### config.mk
export PLATFORM = sky130hd
export DESIGN_NAME = level_tracker
export DESIGN_NICKNAME = d
export VERILOG_FILES = /design/src/rtl/pong_pkg.sv /design/src/rtl/bcd_inc2.sv /design/src/rtl/level_tracker.sv
export SDC_FILE = /design/constraint.sdc
export NUM_CORES = 1
export LEC_CHECK = 0
export BUFFER_PORTS_ARGS = -buffer_cell sky130_fd_sc_hd__buf_2
export CORE_MARGIN = 5
export CORE_UTILIZATION = 45
export DETAILED_ROUTE_END_ITERATION = 12
export PLACE_DENSITY = 0.66
export RECOVER_POWER = 25
export SYNTH_ARGS = -nofsm -noshare
export SYNTH_HDL_FRONTEND = slang
export SYNTH_SLANG_ARGS = --single-unit
### constraint.sdc
create_clock -name clock -period 2.2 [get_ports clock]
set_clock_uncertainty 0.05 [all_clocks]
set_input_delay 0 -clock clock [delete_from_list [all_inputs] [get_ports clock]]
set_output_delay 0 -clock clock [all_outputs]
set_load 0.05 [all_outputs]
### src/rtl/pong_pkg.sv
// pong_pkg: shared state encoding and default tuning for the pong game blocks.
package pong_pkg;
  typedef enum logic [1:0] {IDLE = 2'd0, PLAY = 2'd1, OVER = 2'd2} state_t;
  localparam int HITS_PER_LEVEL_DEF = 4;
  localparam int MAX_LEVEL_DEF = 99;
endpackage

### src/rtl/bcd_inc2.sv
// bcd_inc2: combinational two-digit BCD incrementer; holds its input when sat is high.
module bcd_inc2 (
  input  logic [3:0] tens,
  input  logic [3:0] ones,
  input  logic       sat,
  output logic [3:0] tens_n,
  output logic [3:0] ones_n
);
  logic wrap;
  always_comb begin
    wrap   = ones == 4'd9;
    ones_n = sat ? ones : (wrap ? 4'd0 : ones + 4'd1);
    tens_n = sat ? tens : (wrap ? (tens == 4'd9 ? 4'd0 : tens + 4'd1) : tens);
  end
endmodule

### src/rtl/level_tracker.sv
// level_tracker: counts paddle hits into a saturating game level with BCD digits
// and a sticky redraw request for the digit plotter.
module level_tracker
  import pong_pkg::*;
#(
  parameter int HITS_PER_LEVEL = HITS_PER_LEVEL_DEF,
  parameter int MAX_LEVEL = MAX_LEVEL_DEF
) (
  input  logic       clock,
  input  logic       resetn,
  input  logic       start,
  input  logic       hit,
  input  logic       gameOver,
  input  logic       redrawAck,
  output logic [6:0] level,
  output logic [3:0] levelTens,
  output logic [3:0] levelOnes,
  output logic       redrawReq,
  output logic       levelUp,
  output logic       playing
);
  localparam logic [3:0] WRAP = 4'(HITS_PER_LEVEL - 1);
  localparam logic [6:0] TOP = 7'(MAX_LEVEL);
  state_t state;
  logic [3:0] cnt, tens_n, ones_n;
  logic at_max;
  assign at_max = level == TOP;
  assign playing = state == PLAY;
  bcd_inc2 u_inc (
    .tens(levelTens),
    .ones(levelOnes),
    .sat(at_max),
    .tens_n(tens_n),
    .ones_n(ones_n)
  );
  always_ff @(posedge clock or negedge resetn)
    if (!resetn) begin
      state <= IDLE;
      level <= '0;
      levelTens <= '0;
      levelOnes <= '0;
      cnt <= '0;
      redrawReq <= 1'b0;
      levelUp <= 1'b0;
    end else begin
      levelUp <= 1'b0;
      if (state == PLAY) begin
        if (gameOver) begin
          state <= OVER;
          if (redrawAck) redrawReq <= 1'b0;
        end else if (hit && cnt == WRAP && !at_max) begin
          // a level change wins over a same-cycle ack so the new value still gets drawn
          cnt <= '0;
          level <= level + 7'd1;
          levelTens <= tens_n;
          levelOnes <= ones_n;
          levelUp <= 1'b1;
          redrawReq <= 1'b1;
        end else begin
          if (hit) cnt <= cnt == WRAP ? 4'd0 : cnt + 4'd1;
          if (redrawAck) redrawReq <= 1'b0;
        end
      end else if (start && !gameOver) begin
        state <= PLAY;
        level <= '0;
        levelTens <= '0;
        levelOnes <= '0;
        cnt <= '0;
        redrawReq <= 1'b1;
      end
    end
endmodule

# ---- Yosys cells after proc, flatten, opt, wreduce, memory -nomap -nowiden
# Index checks and enable logic that the tools add are counted.
dict set report word_totals {
  regBits 23
  out_inout_bits 18
  in_bits 6
}
dict set report classes {
  add_sub_neg 4
  reduce_logical 11
  n_eq_ne 11
  muxes 32
}
# operator n
set ops {}
lappend ops {{2-to-1 mux 4 bit} 17}
lappend ops {{2-to-1 mux 7 bit} 4}
lappend ops {{adder 4 x 1 -> 4 bit, second input constant} 3}
lappend ops {{equality test 4 bit, second input constant} 2}
lappend ops {{2-to-1 mux 1 bit} 8}
lappend ops {{adder 7 x 1 -> 7 bit, second input constant} 1}
lappend ops {{equality test 7 bit, second input constant} 1}
lappend ops {{2-to-1 mux 2 bit} 3}
lappend ops {{!= test 2 bit, second input constant} 3}
lappend ops {{AND reduction 3 bit} 2}
lappend ops {{AND reduction 5 bit} 1}
lappend ops {{equality test 4 x 2 -> 1 bit, second input constant} 1}
lappend ops {{!= test 2 x 1 -> 1 bit, second input constant} 2}
lappend ops {{AND reduction 4 bit} 1}
lappend ops {{logical AND 1 bit} 3}
lappend ops {{!= test 3 x 2 -> 1 bit, second input constant} 1}
lappend ops {{equality test 2 x 1 -> 1 bit, second input constant} 1}
lappend ops {{zero test 1 bit} 2}
lappend ops {{AND reduction 2 bit} 1}
lappend ops {{nonzero test 2 bit} 1}

# ---- Longest topological paths before layout
dict set report logic_depth {
  word_depth 7
  depth_mapped 6
  ltp_nobuf 6
}

# ---- By module
# Synthesis repeated with hierarchy kept, for this count alone.
dict set report hier_totals {
  cells_unflattened 159
  hier_area_um2 1447.6
}
# mod n_inst cells_each area_each_um2 seq_area_each_um2
set modules_own_cells {}
lappend modules_own_cells {level_tracker 1 131 1239.9 575.6}
lappend modules_own_cells {bcd_inc2 1 28 207.7 0.0}

# ---- Worst setup path before layout
# No wires, ideal clock.
dict set report synth_path {
  kind {register to register}
  startpoint {reg level[0]}
  endpoint {reg levelTens[2]}
  path_slack_ns 0.160
  n_path_buf 1
  synth_period_minus_slack_ns 2.040
  arrival_time_ns 1.869
  path_stages_with_launch 7
  cell_sequence {dfrtp_1 ha_1 nand4b_1 o311ai_4 buf_6 nor3_1 a22o_1}
}
dict set report synth_via {
  elab_chain_cells 5
}
# item line
set synth_rtl {}
lappend synth_rtl {{start, declared} level_tracker.sv:15} ;# output logic [6:0] level,
lappend synth_rtl {{start signal, assigned} level_tracker.sv:54} ;# level <= level + 7'd1;
lappend synth_rtl {{equality test 7 bit *} level_tracker.sv:27} ;# assign at_max = level == TOP;
lappend synth_rtl {{zero test 1 bit} level_tracker.sv:51} ;# end else if (hit && cnt == WRAP && !at_max) begin
lappend synth_rtl {{logical AND 1 bit} level_tracker.sv:51}
lappend synth_rtl {{!= test 2 x 1 -> 1 bit (no line)} n/a}
lappend synth_rtl {{AND reduction 5 bit (no line) *} n/a}
lappend synth_rtl {{end signal, assigned} level_tracker.sv:55} ;# levelTens <= tens_n;
lappend synth_rtl {{end, declared} level_tracker.sv:16} ;# output logic [3:0] levelTens,
# Mark *: on every way between the ends. The rest lies on a longest branch, timed or not.
# A chain may end at the register's enable or synchronous reset.

# ---- Final worst setup path
dict set report layout_path {
  startpoint {reg level[0]}
  endpoint {reg levelTens[3]}
}
# Same word-level chain as after synthesis.

==> results.sh <==
export IMPL_cp_cell_sequence="ha_1, nand4b_1, o311ai_4, inv_2, o221ai_1, o2bb2ai_1"
export IMPL_dpl_cell_count=179
export IMPL_ys_ff_latch=23
export IMPL_design_area_um2=1480
export IMPL_first_pass_iters=4
export IMPL_grt_usage=0.1565
export IMPL_crit_required_ps=2380
export IMPL_drc=0
export IMPL_drive_gt1_frac=0.2293
export IMPL_clockBufferDepth=2
export IMPL_drv_slew=0
export IMPL_rsz0062_at_grt="false"
export IMPL_place_congestion=0.8778
export IMPL_status="complete, no violations"
export IMPL_ys_seq_area_frac=0.4532
export IMPL_detail_route_antenna_nets=0
export IMPL_period_minus_slack_ps=1968
export IMPL_clk_pin_slew_worst_paths_ps=120
export IMPL_cp_start_kind="flip-flop"
export IMPL_min_path_type="in -> reg"
export IMPL_cp_buffers_inverters=1
export IMPL_antenna_found_initial=0
export IMPL_crit_type="reg -> reg"
export IMPL_cap_violations=0
export IMPL_leakagePower_nw=0.7243
export IMPL_fin_tns_setup_ps=0
export IMPL_wl_um=2867
export IMPL_placed_area_um2=1405
export IMPL_synth_area_um2=1270
export IMPL_syn_num_nets=139
export IMPL_synth_edf_count=0
export IMPL_slowest_delay_ps=440
export IMPL_fin_cells=188
export IMPL_setup_viol=0
export IMPL_ios=24
export IMPL_syn_inst=127
export IMPL_vdd_drop_max_mv=0.5839
export IMPL_rows=19
export IMPL_worst_path_max_fanout=9
export IMPL_vias=1073
export IMPL_globalRouteOverflowTotal=0
export IMPL_synthFlopType="dfrtp_1"
export IMPL_max_freq_mhz=508.0
export IMPL_via_per_inst=5.707
export IMPL_numCtsBuffers=3
export IMPL_wl_per_cell_um=15.25
export IMPL_dp_hpwl_um=2057
export IMPL_cts_sinks=23
export IMPL_avgSynthCellArea_um2=10.00
export IMPL_n_fill_cell=249
export IMPL_cts_tree="built"
export IMPL_yosys_warnings=0
export IMPL_cpLargestDelayFamily="compound AO/OA/AOI/OAI gates"
export IMPL_grt_max_degree=24
export IMPL_drt_iter0_drc=37
export IMPL_diodes=0
export IMPL_fp_dieH_um=63.13
export IMPL_htree_levels=1
export IMPL_insertion_delay_ps=310
export IMPL_async_flop_share=1.000
export IMPL_die_w_um=63.13
export IMPL_core_area_um2=2734
export IMPL_grt_pass1_vias=1103
export IMPL_initial_core_util=0.4645
export IMPL_syn2layout_area_growth_pct=16.55
export IMPL_critical_path_slowest_cell="dfrtp_1"
export IMPL_fin_crit_sh=0.8947
export IMPL_numPortBuffers=23
export IMPL_root_buffer="clkbuf_4"
export IMPL_nNetsFinal=170
export IMPL_post_cts_buffers=0
export IMPL_slew_headroom=0.1542
export IMPL_grt_pass1_wl_um=5092
export IMPL_synth_cell_types=41
export IMPL_final_hold_viol_count=0
export IMPL_die_area_um2=3985
export IMPL_worst_ep_arrival_time_ps=2150
export IMPL_power_density_nw_per_um2=594.8
export IMPL_crit_path_end_kind="flip-flop"
export IMPL_worst_pin_slew_ps=1269
==> layout make-up <==
cell class	count	area [µm²]	area share
Clock buffer	4	26.28	0.01775
Inverter	6	22.52	0.01522
Multi-Input combinational cell	94	638.1	0.4311
Sequential cell	23	575.6	0.3888
Tap cell	31	38.79	0.02620
Timing Repair Buffer	30	178.9	0.1209
==> cells in the final DEF, fill, tap and decap left out, drive strengths merged, types with 2 or more instances in the layout <==
cell type and count:
inv 6, nand3 5, dlygate4sd3 5, dfrtp 23, nand4 3, o221ai 2
o21ai 11, nor2 9, a31oi 4, and2 2, buf 24, a21oi 5
ha 6, nor4 2, clkbuf 5, nor3 4, a22o 4, nor2b 4
nand2 14
==> worst register-to-register path: stages (launching register included) <==
cell	delay [ps]
dfrtp_1	440
ha_1	260
nand4b_1	170
o311ai_4	410
inv_2	180
o221ai_1	240
o2bb2ai_1	150
==> through the flow <==
stage	power [mW]	utilization	worst slack (ps)	hold slack (ps)
floorplan	0.6267	-	160.4	-345.6
global placement	0.6789	0.5140	351.3	-41.86
detailed placement	0.6855	0.5140	282.4	-40.13
CTS	0.8913	0.5419	250.9	81.01
global route	0.9346	0.5414	55.18	103.3
finish	0.8804	0.5414	231.6	84.88
==> power breakdown <==
part           switching, mW  internal, mW
clock                  0.125        0.0708
sequential            0.0291         0.449
combinational          0.146        0.0603
total                  0.300         0.580
==> state kept, by name, summed over array words and instances (netlist names) <==
name and cells:
levelOnes 4, redrawReq 1, state 2, cnt 4, level 7, levelUp 1, levelTens 4
==> Yosys cell counts (all sizes together), types with 3 or more instances <==
cell type  instances  share of area
a21oi              5          0.020
a22o               4          0.028
a31oi              4          0.020
buf                3          0.024
dfrtp             23           0.45
ha                 6          0.059
inv                6          0.018
nand2             14          0.043
nand3              5          0.020
nand4              3          0.015
nor2               9          0.027
nor2b              4          0.020
nor3               4          0.016
o21ai             11          0.046
==> cell families after synthesis <==
family / after synthesis / synth area share
AOI/OAI and AO/OA: 35 / 0.1971
xor gates and xnor gates: 1 / 0.006898
adders and majority gates: 6 / 0.05911
buffers and inverters: 10 / 0.04433
DFF: 23 / 0.4532
muxes: 1 / 0.008866
and+or+nand+nor: 51 / 0.2305
==> worst paths after layout <==
kind                                             to  slack [ps]            startpoint  depth (start not counted)
setup / recovery           levelTens[3]$_DFFE_PN0P_         230  level[0]$_DFFE_PN0P_                          6
hold / removal                   cnt[3]$_DFFE_PN0P_          80                   hit                          4
setup reg to reg           levelTens[3]$_DFFE_PN0P_         230  level[0]$_DFFE_PN0P_                          6
hold reg to reg                  cnt[1]$_DFFE_PN0P_         500    cnt[1]$_DFFE_PN0P_                          1
max in group asynchronous  levelOnes[1]$_DFFE_PN0P_         930                resetn                          2
min in group asynchronous        cnt[1]$_DFFE_PN0P_         420                resetn                          2
==> metal layers <==
layer / global-route usage / vias to the layer above / share of wire
met1: 0.1955 / 525 / 0.48
met3: 0.04085 / 2 / 0.029
met5: 0 / - / 0
met2: 0.2679 / 13 / 0.48
li1: - / 533 / -
met4: 0.03714 / 0 / 0.0073
==> timing repair <==
item                      in CTS  in global routing
hold endpoints to repair      27                  0
resized for setup              0                  0
hold buffers                   5                  0
Note: power is estimated with default switching activity, not from simulation.
